[config.mk]
export PLATFORM = sky130hd
export DESIGN_NAME = multicycle_contr
export DESIGN_NICKNAME = d
export VERILOG_FILES = /design/src/rtl/multicycle_contr.sv
export SDC_FILE = /design/constraint.sdc
export NUM_CORES = 1
export LEC_CHECK = 0
export CORE_MARGIN = 3
export CORE_UTILIZATION = 40
export CTS_CLUSTER_DIAMETER = 120
export DETAILED_ROUTE_END_ITERATION = 8
export GPL_TIMING_DRIVEN = 0
export HOLD_SLACK_MARGIN = 0.05
export PLACE_DENSITY = 0.83
export SETUP_SLACK_MARGIN = 0.3
export SYNTH_ARGS = -nofsm -noshare
export SYNTH_HDL_FRONTEND = slang
export SYNTH_SLANG_ARGS = --single-unit
[constraint.sdc]
create_clock -name clk -period 2.1 [get_ports clk]
set_input_delay 0.63 -clock clk [delete_from_list [all_inputs] [get_ports clk]]
set_output_delay 0.63 -clock clk [all_outputs]
set_load 0.1 [all_outputs]
[src/rtl/multicycle_contr.sv]
// Multi-cycle MIPS control unit.
// Sequences FETCH/DECODE/EXEC/MEM/WB over a shared instruction/data memory with a
// req/ack handshake and drives the datapath muxes, write enables and ALU control.
// Optional feature macro: CONTR_MULDIV_EN (mult/div busy state plus mfhi/mflo write-back).
// While rst is high every enable and mux select is forced to zero, so an access that
// is in flight when reset arrives can never complete a write.
module multicycle_contr #(
  parameter int unsigned ALU_W     = 4,
  parameter int unsigned PCSEL_W   = 3,
  parameter int unsigned MD_CYCLES = 32
) (
  input  logic               clk,
  input  logic               rst,
  input  logic [5:0]         op_c,
  input  logic [5:0]         funct,
  input  logic               zero,
  input  logic               mem_ack,
  output logic               mem_req,
  output logic               mem_we,
  output logic               iord_c,
  output logic               ir_we,
  output logic               pc_we,
  output logic [PCSEL_W-1:0] pc_next_c,
  output logic               we_c,
  output logic [1:0]         dest_reg_c,
  output logic [2:0]         result_c,
  output logic               argA_c,
  output logic [1:0]         argB_c,
  output logic [1:0]         ext_c,
  output logic [ALU_W-1:0]   alu_c,
  output logic               busy,
  output logic               illegal_op
);

  typedef enum logic [3:0] {
    StFetch, StDecode, StRtype, StExeci, StWbr, StWbi, StMemaddr, StMemrd,
    StMemwr, StMemwb, StBranch, StJump, StJal, StJumpr, StIllegal, StMuldiv
  } state_e;

  localparam logic [5:0] OpRtype = 6'b000000;
  localparam logic [5:0] OpJ     = 6'b000010;
  localparam logic [5:0] OpJal   = 6'b000011;
  localparam logic [5:0] OpBeq   = 6'b000100;
  localparam logic [5:0] OpBne   = 6'b000101;
  localparam logic [5:0] OpAddi  = 6'b001000;
  localparam logic [5:0] OpAndi  = 6'b001100;
  localparam logic [5:0] OpOri   = 6'b001101;
  localparam logic [5:0] OpLui   = 6'b001111;
  localparam logic [5:0] OpLw    = 6'b100011;
  localparam logic [5:0] OpSw    = 6'b101011;

  localparam logic [5:0] FnJr    = 6'b001000;
  localparam logic [5:0] FnAdd   = 6'b100000;
  localparam logic [5:0] FnAddu  = 6'b100001;
  localparam logic [5:0] FnSub   = 6'b100010;
  localparam logic [5:0] FnSubu  = 6'b100011;
  localparam logic [5:0] FnAnd   = 6'b100100;
  localparam logic [5:0] FnOr    = 6'b100101;
  localparam logic [5:0] FnXor   = 6'b100110;
  localparam logic [5:0] FnNor   = 6'b100111;
  localparam logic [5:0] FnSlt   = 6'b101010;
  localparam logic [5:0] FnSltu  = 6'b101011;
`ifdef CONTR_MULDIV_EN
  localparam logic [5:0] FnMfhi  = 6'b010000;
  localparam logic [5:0] FnMflo  = 6'b010010;
  localparam logic [5:0] FnMult  = 6'b011000;
  localparam logic [5:0] FnMultu = 6'b011001;
  localparam logic [5:0] FnDiv   = 6'b011010;
  localparam logic [5:0] FnDivu  = 6'b011011;
`endif

  localparam logic [ALU_W-1:0] AluAnd  = ALU_W'(4'b0000);
  localparam logic [ALU_W-1:0] AluOr   = ALU_W'(4'b0001);
  localparam logic [ALU_W-1:0] AluAdd  = ALU_W'(4'b0010);
  localparam logic [ALU_W-1:0] AluXor  = ALU_W'(4'b0011);
  localparam logic [ALU_W-1:0] AluSub  = ALU_W'(4'b0110);
  localparam logic [ALU_W-1:0] AluSlt  = ALU_W'(4'b0111);
  localparam logic [ALU_W-1:0] AluSltu = ALU_W'(4'b1000);
  localparam logic [ALU_W-1:0] AluNor  = ALU_W'(4'b1100);

  // One-hot {jr, j, branch}; all-zero selects pc+4.
  localparam logic [PCSEL_W-1:0] PcBranch = PCSEL_W'(3'b001);
  localparam logic [PCSEL_W-1:0] PcJump   = PCSEL_W'(3'b010);
  localparam logic [PCSEL_W-1:0] PcJr     = PCSEL_W'(3'b100);

  state_e state_q, state_d;

  logic             f_legal;
  logic             f_jr;
  logic [ALU_W-1:0] f_alu;

`ifdef CONTR_MULDIV_EN
  localparam int unsigned MdW = (MD_CYCLES > 1) ? $clog2(MD_CYCLES) : 1;

  logic           f_md;
  logic           f_mfhi;
  logic           f_mflo;
  logic [MdW-1:0] md_cnt_q, md_cnt_d;
`endif

  // State register with synchronous reset.
  always_ff @(posedge clk) begin
    if (rst) begin
      state_q <= StFetch;
    end else begin
      state_q <= state_d;
    end
  end

`ifdef CONTR_MULDIV_EN
  // Mult/div busy counter.
  always_ff @(posedge clk) begin
    if (rst) begin
      md_cnt_q <= '0;
    end else begin
      md_cnt_q <= md_cnt_d;
    end
  end
`endif

  // R-type funct decode: legality, ALU op and special classes.
  always_comb begin
    f_legal = 1'b1;
    f_jr    = 1'b0;
    f_alu   = AluAdd;
`ifdef CONTR_MULDIV_EN
    f_md    = 1'b0;
    f_mfhi  = 1'b0;
    f_mflo  = 1'b0;
`endif
    case (funct)
      FnAdd, FnAddu: f_alu = AluAdd;
      FnSub, FnSubu: f_alu = AluSub;
      FnAnd:         f_alu = AluAnd;
      FnOr:          f_alu = AluOr;
      FnXor:         f_alu = AluXor;
      FnNor:         f_alu = AluNor;
      FnSlt:         f_alu = AluSlt;
      FnSltu:        f_alu = AluSltu;
      FnJr:          f_jr  = 1'b1;
`ifdef CONTR_MULDIV_EN
      FnMult, FnMultu, FnDiv, FnDivu: f_md = 1'b1;
      FnMfhi:        f_mfhi = 1'b1;
      FnMflo:        f_mflo = 1'b1;
`endif
      default:       f_legal = 1'b0;
    endcase
  end

  // Next-state and Moore output decode; pc_we/ir_we qualified by mem_ack/zero.
  always_comb begin
    state_d    = state_q;
    mem_req    = 1'b0;
    mem_we     = 1'b0;
    iord_c     = 1'b0;
    ir_we      = 1'b0;
    pc_we      = 1'b0;
    pc_next_c  = '0;
    we_c       = 1'b0;
    dest_reg_c = 2'b00;
    result_c   = 3'b000;
    argA_c     = 1'b0;
    argB_c     = 2'b00;
    ext_c      = 2'b00;
    alu_c      = '0;
    illegal_op = 1'b0;
    busy       = (state_q != StFetch);
`ifdef CONTR_MULDIV_EN
    md_cnt_d   = md_cnt_q;
`endif

    unique case (state_q)
      StFetch: begin
        mem_req = 1'b1;
        argB_c  = 2'b01;
        alu_c   = AluAdd;
        if (mem_ack) begin
          ir_we   = 1'b1;
          pc_we   = 1'b1;
          state_d = StDecode;
        end
      end
      StDecode: begin
        // Precompute the branch target into ALU-out.
        argB_c = 2'b11;
        alu_c  = AluAdd;
        case (op_c)
          OpRtype: begin
            if (!f_legal) begin
              state_d = StIllegal;
            end else if (f_jr) begin
              state_d = StJumpr;
`ifdef CONTR_MULDIV_EN
            end else if (f_md) begin
              state_d  = StMuldiv;
              md_cnt_d = MdW'(MD_CYCLES - 1);
`endif
            end else begin
              state_d = StRtype;
            end
          end
          OpLw, OpSw:                    state_d = StMemaddr;
          OpBeq, OpBne:                  state_d = StBranch;
          OpAddi, OpAndi, OpOri, OpLui:  state_d = StExeci;
          OpJ:                           state_d = StJump;
          OpJal:                         state_d = StJal;
          default:                       state_d = StIllegal;
        endcase
      end
      StRtype: begin
        argA_c  = 1'b1;
        argB_c  = 2'b00;
        alu_c   = f_alu;
        state_d = StWbr;
      end
      StExeci: begin
        argA_c = 1'b1;
        argB_c = 2'b10;
        case (op_c)
          OpAndi: begin
            ext_c = 2'b01;
            alu_c = AluAnd;
          end
          OpOri: begin
            ext_c = 2'b01;
            alu_c = AluOr;
          end
          // lui adds the shifted immediate to rs, which the encoding fixes at $0.
          OpLui: begin
            ext_c = 2'b10;
            alu_c = AluAdd;
          end
          default: begin
            ext_c = 2'b00;
            alu_c = AluAdd;
          end
        endcase
        state_d = StWbi;
      end
      StWbr: begin
        we_c       = 1'b1;
        dest_reg_c = 2'b01;
        result_c   = 3'b000;
`ifdef CONTR_MULDIV_EN
        if (f_mfhi) begin
          result_c = 3'b011;
        end else if (f_mflo) begin
          result_c = 3'b100;
        end
`endif
        state_d = StFetch;
      end
      StWbi: begin
        we_c       = 1'b1;
        dest_reg_c = 2'b00;
        result_c   = 3'b000;
        state_d    = StFetch;
      end
      StMemaddr: begin
        argA_c  = 1'b1;
        argB_c  = 2'b10;
        alu_c   = AluAdd;
        state_d = (op_c == OpSw) ? StMemwr : StMemrd;
      end
      StMemrd: begin
        mem_req = 1'b1;
        iord_c  = 1'b1;
        if (mem_ack) begin
          state_d = StMemwb;
        end
      end
      StMemwr: begin
        mem_req = 1'b1;
        mem_we  = 1'b1;
        iord_c  = 1'b1;
        if (mem_ack) begin
          state_d = StFetch;
        end
      end
      StMemwb: begin
        we_c       = 1'b1;
        dest_reg_c = 2'b00;
        result_c   = 3'b001;
        state_d    = StFetch;
      end
      StBranch: begin
        argA_c    = 1'b1;
        argB_c    = 2'b00;
        alu_c     = AluSub;
        pc_next_c = PcBranch;
        pc_we     = ((op_c == OpBeq) && zero) || ((op_c == OpBne) && !zero);
        state_d   = StFetch;
      end
      StJump: begin
        pc_we     = 1'b1;
        pc_next_c = PcJump;
        state_d   = StFetch;
      end
      StJal: begin
        pc_we      = 1'b1;
        pc_next_c  = PcJump;
        we_c       = 1'b1;
        dest_reg_c = 2'b10;
        result_c   = 3'b010;
        state_d    = StFetch;
      end
      StJumpr: begin
        pc_we     = 1'b1;
        pc_next_c = PcJr;
        state_d   = StFetch;
      end
      StIllegal: begin
        illegal_op = 1'b1;
        state_d    = StFetch;
      end
      StMuldiv: begin
`ifdef CONTR_MULDIV_EN
        argA_c = 1'b1;
        argB_c = 2'b00;
        if (md_cnt_q == '0) begin
          state_d = StFetch;
        end else begin
          md_cnt_d = md_cnt_q - 1'b1;
        end
`else
        state_d = StFetch;
`endif
      end
      default: state_d = StFetch;
    endcase

    // Reset squashes every enable and select in the same cycle.
    if (rst) begin
      mem_req    = 1'b0;
      mem_we     = 1'b0;
      iord_c     = 1'b0;
      ir_we      = 1'b0;
      pc_we      = 1'b0;
      pc_next_c  = '0;
      we_c       = 1'b0;
      dest_reg_c = 2'b00;
      result_c   = 3'b000;
      argA_c     = 1'b0;
      argB_c     = 2'b00;
      ext_c      = 2'b00;
      alu_c      = '0;
      illegal_op = 1'b0;
    end
  end

endmodule
==> key figures, run 1 <==
Clock network
  – Postcts setup bufs: 18
  – PostCTS Resize Cnt: 322
  – Worst-case clock buffer depth: 2
  – CTS buffer count: 3
  – CTS H-tree lvls: 1
  – Root buffer cell: clkbuf_4
  – Hold buffer count at cts: 0
  – Sink Count: 4

Yosys
  – Area leader, netlist: dfxtp_1
  – Area share of the largest cell type after synthesis: 9.64%
  – Sequential area share after synthesis: about a tenth
  – Count leader, synth: nor2_1
  – Number of flops mapped to enable cells by yosys: 0
  – Syn Std Cell Area: slightly above 800 um2
  – Post-synth top flop: dfxtp_1
  – Synth area leaders: dfxtp_1 (9.6%), nor2_1 (8.6%), a21oi_1 (7.8%)
  – Post-Syn Area per Cell: just over 6 um2
  – Synth Register Bits: 4
  – Post-synthesis cell type count: between 40 and 50
  – Syn nets: around 150
  – Post-synthesis cell count: roughly 140
  – Asr flop ratio synth: 0%
  – Top cells by count, synth: nor2_1 (19), nand2_1 (17), a21oi_1 (13)
  – Yosys warning count: 0

Status
  – Status: stopped before the end
  – Err: [ERROR DPL-0038] Utilization greater than 100%, impossible to legalize
  – Halt Stage: 4_1_cts

Floorplan
  – # rows: 15
  – Chip width: 51.6 um
  – Die height: 51.6 um
  – Starting Density: between 40 and 50%
  – Boundary Pins: between 40 and 50

Place
  – Port Buf Inserts: 38
  – GPL Wtd Cong: between 0.8 and 0.9
  – DP Wirelength: 2.37 mm
  – Placed cells: 198
logic make-up after synthesis:
logic type / Yosys count / share of synthesized area [%]
adder cells (fa/ha/maj): 1 / 1.20
AND/OR/NAND/NOR: 79 / 50.9
XOR/XNOR: 2 / 2.11
other: 1 / 0.451
flip-flops: 4 / 9.64
multiplexers: 1 / 1.20
buffers and inverters: 13 / 7.98
AO/OA/AOI/OAI: 34 / 26.5
metrics by stage:
step / util [%] / setup slack (ps) / cell area (um2)
detailed placement: 80.5 / -1720 / 1480
floorplan: - / -628 / 1070
global placement: 80.5 / -1680 / 1480
==> run 2, diff against run 1 <==
- CORE_AREA: not set -> 3 3 64 66
- CORE_MARGIN: 3 -> not set
- CORE_UTILIZATION: 40 -> not set
- CTS_CLUSTER_DIAMETER: 120 -> not set
- DIE_AREA: not set -> 0 0 67 69
- HOLD_SLACK_MARGIN: 0.05 -> not set
- PLACE_DENSITY: 0.83 -> not set
- PLACE_DENSITY_LB_ADDON: not set -> 0.15
- SETUP_SLACK_MARGIN: 0.3 -> not set
==> run 2 against run 1 <==
Against the previous run:
- area after synthesis unchanged
- the flow now finishes, with violations (negative setup slack)
- synthesized cell count unchanged
==> key figures, run 2 <==
Status
  – Status: complete, but fails checks
  – Failing checks: negative setup slack

Setup path
  – R2R Path Start: state_q[3]
  – Crit Reg-Reg Endpoint: state_q[0]
  – Worst path required time: 1470 ps
  – Crit path kind: input pin to output port
  – Crit path from: rst
  – Worst r2r path cells: 6
  – Capture point of the worst path: pc_we
  – Crit end category: output port
  – Critical Path AT: about 1800 ps
  – FF-to-FF setup slack: 820 ps
  – Setup crit start kind: input pin
  – Largest fanout on the critical path: 4

Place
  – GPL Wtd Cong: 0.797
  – Port Buf Inserts: 38
  – DP Wirelength: ~2.4 mm
  – Dpl ws: -1710 ps

Clock network
  – Root buffer cell: clkbuf_8
  – Hold buffer count at cts: 0
  – Skew-Pair Late Insertion Delay: ~220 ps
  – CTS H-tree lvls: 1
  – CTS tree: yes
  – Worst-case clock buffer depth: 2
  – CTS buffer count: 3
  – Sink Count: 4
  – CTS clk-pin slew, worst paths: 30 ps

STA
  – Setup slack after layout: -284 ps
  – Clock skew: a little over 5 ps
  – Final setup fails: 19
  – Min Tclk post-route: between 2000 and 2500 ps
  – Final hold viol count: 0
  – RSZ-0062 raised after global routing: true
  – Worst hold slack: between 600 and 700 ps
  – Setup TNS: -2030 ps
  – Max Fclk: between 0.4 and 0.5 GHz
  – Period Utilization, post-route: 114%
  – Max Slew Vio Count: 0

Yosys
  – Yosys warning count: 0
  – Synth area leaders: dfxtp_1 (9.6%), nor2_1 (8.6%), a21oi_1 (7.8%)
  – Post-synth top flop: dfxtp_1
  – Asr flop ratio synth: 0%
  – Area share of the largest cell type after synthesis: 9.64%
  – Syn Std Cell Area: 831 um2
  – Post-Syn Area per Cell: around 6.2 um2
  – Sequential area share after synthesis: just under 10%
  – Count leader, synth: nor2_1
  – Synth Register Bits: 4
  – Post-synthesis cell count: roughly 140
  – Post-synthesis cell type count: 43
  – Area leader, netlist: dfxtp_1
  – Top cells by count, synth: nor2_1 (19), nand2_1 (17), a21oi_1 (13)
  – Syn nets: between 150 and 200
  – Number of flops mapped to enable cells by yosys: 0

Drt
  – DR WL/cell: 15.4 um
  – DRT Wirelength: just under 4 mm
  – First drt pass iteration count: 4
  – Residual DRC: 0
  – Via density: 5.03
  – DR vias: about 1300
  – Initial DRC count: 25
  – Post-route ant nets: 0

GRT
  – Initial antenna violation count: 0
  – Largest net degree at the start of global routing: 11
  – Number of global-route vias before repair: 1291
  – Global route total overflow: 0
  – First-pass GRT wire length: 6.29 mm
  – All-Layer GR Usage: approximately 17%

Worst hold path
  – Hold Path Class: flop to flop

Cells and area
  – Diodes inserted: 0
  – Biggest register: state_q
  – Commonest non-fill, non-tap cell in the layout: buf_4
  – Area grow syn2layout: 176%
  – Largest registers: state_q (4)
  – End-of-flow core utilization: a little over three fifths
  – Share of layout cells above drive strength 1: a little over two thirds
  – Number of flip-flops in the largest register: 4
  – Nets: 225
  – Most frequent cells in the layout: buf_4 (26), buf_12 (23), buf_6 (17)

Floorplan
  – Chip width: 67 um
  – Die height: roughly 69 um
  – Starting Density: 22.9%
  – Core area: approximately 3600 um2
  – Die Footprint: about 4600 um2
  – Boundary Pins: just over 40
  – # rows: 22

Power and ir drop
  – Total power draw: approximately 2.3 mW
  – VDD IR max: around 560 uV
  – PwrDens: 1000 nW/um2
  – Pleak: around 0.92 nW

Job
  – Maxcap violations: 0
-- run 2: area by class of cell --
cell class                 count  area, um2
fill                         299       1340
multi-input combinational    118       1090
timing repair buffer          70        866
buffer                        10        138
sequential                     4       92.6
tap                           48       60.1
clock buffer                   3       41.3
inverter                       2       7.51
-- run 2: per-layer routing --
metal,GRT usage (%),vias up,wire (um)
met5,0,-,0
met4,2.25,0,8
met3,3.09,2,123
met2,30.2,33,2160
met1,21.0,617,1640
li1,-,631,-
-- run 2: critical path, cell delays in order --
cell and delay (ps):
buf_8 110, clkbuf_16 140, nand3b_1 230, nor2_4 140, nand4_1 180, o21ai_4 130
buf_12 190
-- run 2: cell families after synthesis --
family	share of synthesized area (%)
other cells	0.451
mux	1.20
flops	9.64
xor+xnor	2.11
compound gates	26.5
fa+ha+maj	1.20
buf+inv	7.98
simple gates	50.9
-- run 2: timing repair --
item / in CTS / in global routing
setup buffers: 24 / 9
resized for setup: 296 / 54
endpoints found under the setup margin: 25 / 24
pin swaps: 19 / 19
-- run 2: per-stage QoR --
| stage | std cells | cell area, um2 |
|---|---|---|
| 4_1_cts | 247 | 2040 |
| 3_3_place_gp | 221 | 1500 |
| 3_5_place_dp | 221 | 1500 |
| 2_1_floorplan | 135 | 1060 |
| 6_report | 255 | 2290 |
| 5_1_grt | 255 | 2290 |
-- run 2: worst min path at each step --
stage | start | end | slack, ps | cells after the start
2_1_floorplan | state_q[1] | state_q[1] | 650 | 4
3_5_place_dp | state_q[1] | state_q[1] | 720 | 4
4_1_cts | state_q[1] | state_q[1] | 710 | 3
6_report | state_q[1] | state_q[1] | 640 | 3
5_1_grt | state_q[1] | state_q[1] | 660 | 3
3_3_place_gp | state_q[1] | state_q[1] | 720 | 4
-- run 2: power breakdown --
| part | internal (mW) | switching [mW] | total (mW) | leakage (nW) |
|---|---|---|---|---|
| registers | 0.118 | 0.0700 | 0.188 | 0.0353 |
| logic | 0.728 | 1.22 | 1.95 | 0.862 |
| clock network | 0.122 | 0.0381 | 0.160 | 0.0216 |
| total | 0.967 | 1.33 | 2.29 | 0.919 |
No activity file was read; power rests on OpenSTA's default activity.
